### config.mk
export PLATFORM = sky130hd
export DESIGN_NAME = switch_debouncer
export DESIGN_NICKNAME = d
export VERILOG_FILES = /design/src/rtl/switch_debouncer.sv
export SDC_FILE = /design/constraint.sdc
export NUM_CORES = 1
export LEC_CHECK = 0
export BUFFER_PORTS_ARGS = -buffer_cell sky130_fd_sc_hd__buf_2
export CAP_MARGIN = 10
export CELL_PAD_IN_SITES_DETAIL_PLACEMENT = 1
export CELL_PAD_IN_SITES_GLOBAL_PLACEMENT = 1
export CORE_MARGIN = 1.5
export CORE_UTILIZATION = 45
export DETAILED_ROUTE_END_ITERATION = 6
export GPL_ROUTABILITY_DRIVEN = 1
export HOLD_SLACK_MARGIN = 0.03
export PLACE_DENSITY = 0.79
export SLEW_MARGIN = 10
export SYNTH_ARGS = -nofsm -noshare
export SYNTH_HDL_FRONTEND = slang
export SYNTH_SLANG_ARGS = --single-unit
export TNS_END_PERCENT = 100
### constraint.sdc
create_clock -name clk -period 4.1 [get_ports clk]
set_clock_uncertainty 0.1 [all_clocks]
set_input_delay 0 -clock clk [delete_from_list [all_inputs] [get_ports clk]]
set_output_delay 0 -clock clk [all_outputs]
set_load 0.01 [all_outputs]
### src/rtl/switch_debouncer.sv
// Two-channel push-button debouncer: per channel a 2-flop synchronizer, a
// stability-count FSM, a registered clean level, rise/fall pulses and a toggle.

// state | meaning
// IDLE  | synchronized pin equals clean level, counter held at zero
// WAIT  | pin differs from clean level, counting consecutive stable cycles
module switch_debouncer_ch #(
  parameter int unsigned CNT_MAX = 240000
) (
  input  logic clk,
  input  logic rstn,
  input  logic pin,
  output logic db,
  output logic rise,
  output logic fall,
  output logic tog
);
  localparam int unsigned CNT_W = $clog2(CNT_MAX + 1);

  localparam logic [0:0] IDLE = 1'b0;
  localparam logic [0:0] WAIT = 1'b1;

  logic             s0_q, s1_q;
  logic [0:0]       state_q, state_d;
  logic [CNT_W-1:0] cnt_q, cnt_d;
  logic             db_q, db_d;
  logic             rise_q, rise_d;
  logic             fall_q, fall_d;
  logic             tog_q, tog_d;

  always_ff @(posedge clk or negedge rstn) begin
    if (!rstn) begin
      s0_q    <= 1'b0;
      s1_q    <= 1'b0;
      state_q <= IDLE;
      cnt_q   <= '0;
      db_q    <= 1'b0;
      rise_q  <= 1'b0;
      fall_q  <= 1'b0;
      tog_q   <= 1'b0;
    end else begin
      s0_q    <= pin;
      s1_q    <= s0_q;
      state_q <= state_d;
      cnt_q   <= cnt_d;
      db_q    <= db_d;
      rise_q  <= rise_d;
      fall_q  <= fall_d;
      tog_q   <= tog_d;
    end
  end

  always_comb begin
    state_d = state_q;
    cnt_d   = cnt_q;
    db_d    = db_q;
    rise_d  = 1'b0;
    fall_d  = 1'b0;
    tog_d   = tog_q;
    case (state_q)
      IDLE: begin
        cnt_d = '0;
        if (s1_q != db_q) begin
          state_d = WAIT;
          cnt_d   = CNT_W'(1);
        end
      end
      WAIT: begin
        // a bounce back to the current level wins over a terminal count
        if (s1_q == db_q) begin
          state_d = IDLE;
          cnt_d   = '0;
        end else if (cnt_q == CNT_W'(CNT_MAX)) begin
          db_d    = ~db_q;
          rise_d  = ~db_q;
          fall_d  = db_q;
          tog_d   = tog_q ^ ~db_q;
          state_d = IDLE;
          cnt_d   = '0;
        end else begin
          cnt_d = cnt_q + CNT_W'(1);
        end
      end
      default: begin
        state_d = IDLE;
        cnt_d   = '0;
      end
    endcase
  end

  assign db   = db_q;
  assign rise = rise_q;
  assign fall = fall_q;
  assign tog  = tog_q;
endmodule

module switch_debouncer #(
  parameter int unsigned CNT_MAX = 240000
) (
  input  logic clk,
  input  logic rstn,
  input  logic SW1,
  input  logic SW2,
  output logic SW1_DB,
  output logic SW2_DB,
  output logic SW1_RISE,
  output logic SW2_RISE,
  output logic SW1_FALL,
  output logic SW2_FALL,
  output logic SW1_TOG,
  output logic SW2_TOG
);
  switch_debouncer_ch #(.CNT_MAX(CNT_MAX)) u_ch1 (
    .clk (clk),
    .rstn(rstn),
    .pin (SW1),
    .db  (SW1_DB),
    .rise(SW1_RISE),
    .fall(SW1_FALL),
    .tog (SW1_TOG)
  );

  switch_debouncer_ch #(.CNT_MAX(CNT_MAX)) u_ch2 (
    .clk (clk),
    .rstn(rstn),
    .pin (SW2),
    .db  (SW2_DB),
    .rise(SW2_RISE),
    .fall(SW2_FALL),
    .tog (SW2_TOG)
  );
endmodule
# --- Yosys cells after proc, flatten, opt, wreduce, memory -nomap -nowiden ---
# Index checks and enable logic that the tools add are counted.
totals:
  ramBits: 0
  memories: 0
  inputBits: 4
  register_bits: 50
  latch_bits: 0
  out_inout_bits: 8
  rom_bits: 0
  wordCells: 62
classes:
  n_div: 0
  mul: 0
  bitwise_logic: 8
  n_reduce_logical: 2
  magnitude_cmp: 0
  addsub: 2
  shift: 0
  n_eq_ne: 6
  muxes: 28
ops:
  columns: ["op", "n"]
  rows:
  - ["18-bit 2-to-1 mux", 4]
  - ["18-bit case mux with 2 select lines", 2]
  - ["18-bit by 1-bit adder with 18-bit output, second input constant", 2]
  - ["18-bit == test, second input constant", 2]
  - ["1-bit 2-to-1 mux", 20]
  - ["1-bit NOT", 6]
  - ["3-bit AND reduction", 2]
  - ["1-bit case mux with 2 select lines", 2]
  - ["1-bit == test", 2]
  - ["1-bit inequality test", 2]
  - ["1-bit XOR", 2]

# --- Depth between registers and ports, before layout ---
logic_depth:
  depth_word: 4
  depth_mapped: 7
  depth_no_buf: 6

# --- Cells and area by module ---
# From an unflattened synthesis, not the netlist that was laid out.
hier_totals:
  cells_unflattened: 226
  area_unflattened_um2: 2424.8
modules_own_cells:
  columns: ["mod", "cells_per_inst", "n_inst", "area_per_inst_um2"]
  rows:
  - ["switch_debouncer_ch", 113, 2, 1212.4]

# --- Worst setup path after synthesis ---
# No wires, ideal clock.
synth_timing:
  path_type: "register to register"
  start: "register u_ch2.cnt_q[0]"
  end: "register u_ch2.cnt_q[10]"
  arrival_ns: 1.611
  synth_period_minus_slack_ns: 1.832
  slack_ns: 2.268
  stages_incl_launch_ff: 8
  path_cell_list: "dfrtp_1 > inv_1 > ha_1 > nor4bb_1 > nand4_1 > o21bai_2 > buf_2 > nor2_1"
synth_between:
  elab_chain_len: 4
  word_cells_on_any_way: 5
synth_lines:
  columns: ["element", "line_no", "text"]
  rows:
  - ["from (decl)", "25", "logic [CNT_W-1:0] cnt_q, cnt_d;"]
  - ["from (signal assigned)", "45", "cnt_q <= cnt_d;"]
  - ["18-bit by 1-bit adder with 18-bit output or 18-bit == test (tied branches)", "81, 73", null]
  - ["18-bit 2-to-1 mux *", "73", "end else if (cnt_q == CNT_W'(CNT_MAX)) begin"]
  - ["18-bit 2-to-1 mux *", "70", "if (s1_q == db_q) begin"]
  - ["18-bit case mux with 2 select lines *", "60", "case (state_q)"]
  - ["via u_ch2.cnt_d[10]", "25", null]
# The timed path passes the listed nets; every way through them passes the cells marked *.
# A chain may end at the register's enable or synchronous reset.

# --- Final worst setup path ---
layout_timing:
  start: "register u_ch2.cnt_q[0]"
  end: "register u_ch2.cnt_q[7]"
# Same word-level chain as after synthesis.

==> reports/qor.tcl <==
set qor(result_of_the_run) {completed}
set qor(antenna_found_initial) 0
set qor(start_point_of_the_critical_path) {u_ch2.cnt_q[0]}
set qor(min_delay_worst_type) {input port to asynchronous set/reset pin}
set qor(placement_rows) 26
set qor(finalHoldViolCount) 0
set qor(final_core_utilization_pct) 51.49
set qor(hold-worst-slack_ns) 0.1527
set qor(layout.cells.most_common) {sky130_fd_sc_hd__dfrtp_1}
set qor(grt_start_max_net_pins) 51
set qor(nNetsFinal) 251
set qor(die_w_um) 75.93
set qor(clock_path_buffers) 2
set qor(timing.slew.headroom_pct) 55.67
set qor(regToRegStartpoint) {u_ch2.cnt_q[0]}
set qor(clock.fmax_ghz) 0.4462
set qor(cts_root_buffer) {sky130_fd_sc_hd__clkbuf_8}
set qor(layout.cells.most_common_list) {sky130_fd_sc_hd__dfrtp_1 (50), sky130_fd_sc_hd__nor2_1 (33), sky130_fd_sc_hd__xnor2_1 (22)}
set qor(drc) 0
set qor(proportion_of_synthesized_flip_flops_having_asynchronous_set_or_reset_pct) 100.0
set qor(timing.critical_path.required_ns) 4.16
set qor(setup_viol) 0
set qor(p_leak_nw) 1.039
set qor(numPlacedInstances) 303
set qor(synth_enable_flop_cells) 0
set qor(leading_register_cell_type_out_of_synthesis) {sky130_fd_sc_hd__dfrtp_1}
set qor(rsz0062_at_grt) {no}
set qor(cp-start-kind) {flop}
set qor(clock_tree_from_tritoncts) {done}
set qor(clock_sinks) 50
set qor(syn_nets) 235
set qor(min_period_over_period_pct) 54.66
set qor(multiInputGateArea_mm2) 0.001077
set qor(drt-total-wl_um) 4711
set qor(die_y_um) 75.93
set qor(design_power_mw) 0.8281
set qor(global_route.overflow_total) 0
set qor(detail_route.iter0.violations) 64
set qor(synth_warnings) 0
set qor(report.final.slew_viol_count) 0
set qor(cap_viol_max_count) 0
set qor(syn-cell-area_mm2) 0.002394
set qor(number_of_i_o_port_buffers) 11
set qor(clock_input_transition_at_the_sequential_cells_of_the_worst_setup_and_hold_paths_ns) 0.09
set qor(post-dp-hpwl_um) 3246
set qor(global_route.usage.total_pct) 17.90
set qor(viasPerCell) 5.315
set qor(number_of_vias_after_detailed_routing) 1669
set qor(cts_htree_levels) 2
set qor(timing_worst_slew_pin_value_ns) 0.6646
set qor(global_route_wire_length_before_repair_um) 8142
set qor(worstPathArrival_ns) 2.31
set qor(ir_drop_uv) 226.1
set qor(tns_ns) 0
set qor(core_region_area_mm2) 0.005107
set qor(synth_cells) 227
set qor(r2r_setup_slack_ns) 1.86
set qor(floorplan.initialDensity_pct) 46.86
set qor(fraction_of_final_layout_cells_with_drive_strength_greater_than_1_pct) 12.30
set qor(max_fanout_on_critical_path) 16
set qor(fillerInstances) 574
set qor(cts_made_buffers) 5
set qor(post_layout_nonfiller_instances) 314
set qor(area_growth_syn_to_layout_pct) 9.880
set qor(antenna_violating_nets_post_route) 0
set qor(synth_seq_area_share_pct) 52.27
set qor(power_density_mw_per_mm2) 314.9
set qor(postSynthAreaPerCell_um2) 10.54
set qor(gp_routability_congestion) 0.7405
set qor(worstSetupPathType) {flop to flop}
set qor(largest_registers) {u_ch1.cnt_q x18, u_ch2.cnt_q x18}
set qor(fin_crit_ns) 2.241
set qor(end_kind) {flop}
set qor(insertion_delay_ns) 0.30
set qor(grt_pass1_vias) 1721
set qor(synth-seq-cells) 50
set qor(antennaDiodeCount) 0
set qor(io_pins) 12
set qor(cts_repair_resize_count) 0
set qor(netlist-cell-type-count) 37
set qor(die_area_mm2) 0.005765
set qor(drtPass1Iterations) 4
set qor(drt-wirelength-per-cell_um) 15.00
set qor(final-seq-area_mm2) 0.001251
-- synth_stat cells, types with 2 or more instances --
master	n	area share, %
sky130_fd_sc_hd__inv_1	9	1.4
sky130_fd_sc_hd__a21oi_1	8	1.7
sky130_fd_sc_hd__nand4_1	9	2.4
sky130_fd_sc_hd__nor2_1	33	5.2
sky130_fd_sc_hd__dfrtp_1	50	52
sky130_fd_sc_hd__o31ai_1	2	0.63
sky130_fd_sc_hd__nand2b_1	2	0.52
sky130_fd_sc_hd__and2_1	2	0.52
sky130_fd_sc_hd__o21ai_0	3	0.63
sky130_fd_sc_hd__xnor2_1	22	8.0
sky130_fd_sc_hd__nand4_2	2	1.0
sky130_fd_sc_hd__ha_1	4	2.1
sky130_fd_sc_hd__nor4bb_1	2	0.84
sky130_fd_sc_hd__nor2b_1	2	0.52
sky130_fd_sc_hd__nor3_1	9	1.9
sky130_fd_sc_hd__xor2_1	12	4.4
sky130_fd_sc_hd__nand3_1	16	3.3
sky130_fd_sc_hd__nand2_1	8	1.3
sky130_fd_sc_hd__clkbuf_1	2	0.31
sky130_fd_sc_hd__nor4_2	2	1.0
sky130_fd_sc_hd__nor4_1	11	2.9
sky130_fd_sc_hd__or4_1	2	0.63
-- kinds of logic after synthesis --
logic type               count (synthesis)  share of synthesized area, %
AND/OR/NAND/NOR                        109                         25.88
flip-flops                              50                         52.27
XOR/XNOR                                34                         12.44
AO/OA/AOI/OAI                           15                         4.182
buffers and inverters                   14                         2.718
adder cells (fa/ha/maj)                  4                         2.091
multiplexers                             1                        0.4182
-- per-layer routing --
| metal | share of wire [%] | track usage [%] |
|---|---|---|
| met1 | 46 | 22.73 |
| met2 | 49 | 29.37 |
| met3 | 2.6 | 3.976 |
| met4 | 2.3 | 7.963 |
| met5 | 0 | 0 |
-- path summary, 6_finish.rpt --
| kind | endpoint | cells past startpoint |
|---|---|---|
| max | u_ch2.cnt_q[7] | 6 |
| min | u_ch1.cnt_q[8] | 2 |
| min reg2reg | u_ch2.s1_q | 0 |
| min in group clk | u_ch1.s0_q | 2 |
| max reg2reg | u_ch2.cnt_q[7] | 6 |
| max in group asynchronous | u_ch1.cnt_q[12] | 2 |
-- worst max-delay path, cell delays in order (launching register included) --
cell and delay (ns):
sky130_fd_sc_hd__dfrtp_1 0.43, sky130_fd_sc_hd__inv_1 0.10, sky130_fd_sc_hd__ha_1 0.14, sky130_fd_sc_hd__nor4bb_1 0.27, sky130_fd_sc_hd__nand4_1 0.29, sky130_fd_sc_hd__o21bai_2 0.62, sky130_fd_sc_hd__nor2_1 0.14
-- area by class of cell --
type / instances / share of cell area (%)
multi-input cells: 163 / 40.96
repair buffers: 14 / 3.330
well taps: 70 / 3.330
clock inverters: 3 / 0.9039
inverters: 9 / 1.284
clock buffers: 5 / 2.617
flip-flops and latches: 50 / 47.57
-- stage by stage --
step           area [um2]  setup WS [ns]
2_1_floorplan        2394          2.268
3_5_place_dp         2505          1.873
5_1_grt              2630          1.582
4_1_cts              2628          1.816
3_3_place_gp         2505          2.027
6_report             2630          1.859
-- repair_timing --
action	in CTS	in global routing
setup buffers	0	0
endpoints found under the hold margin	52	0
hold buffers	3	0
-- report_power, final --
group          internal [mW]  switching, mW  leakage [nW]
clock                  0.122          0.170        0.0408
combinational         0.0104         0.0223         0.317
sequential             0.498        0.00522         0.680
(Power assumes the default switching activity.)
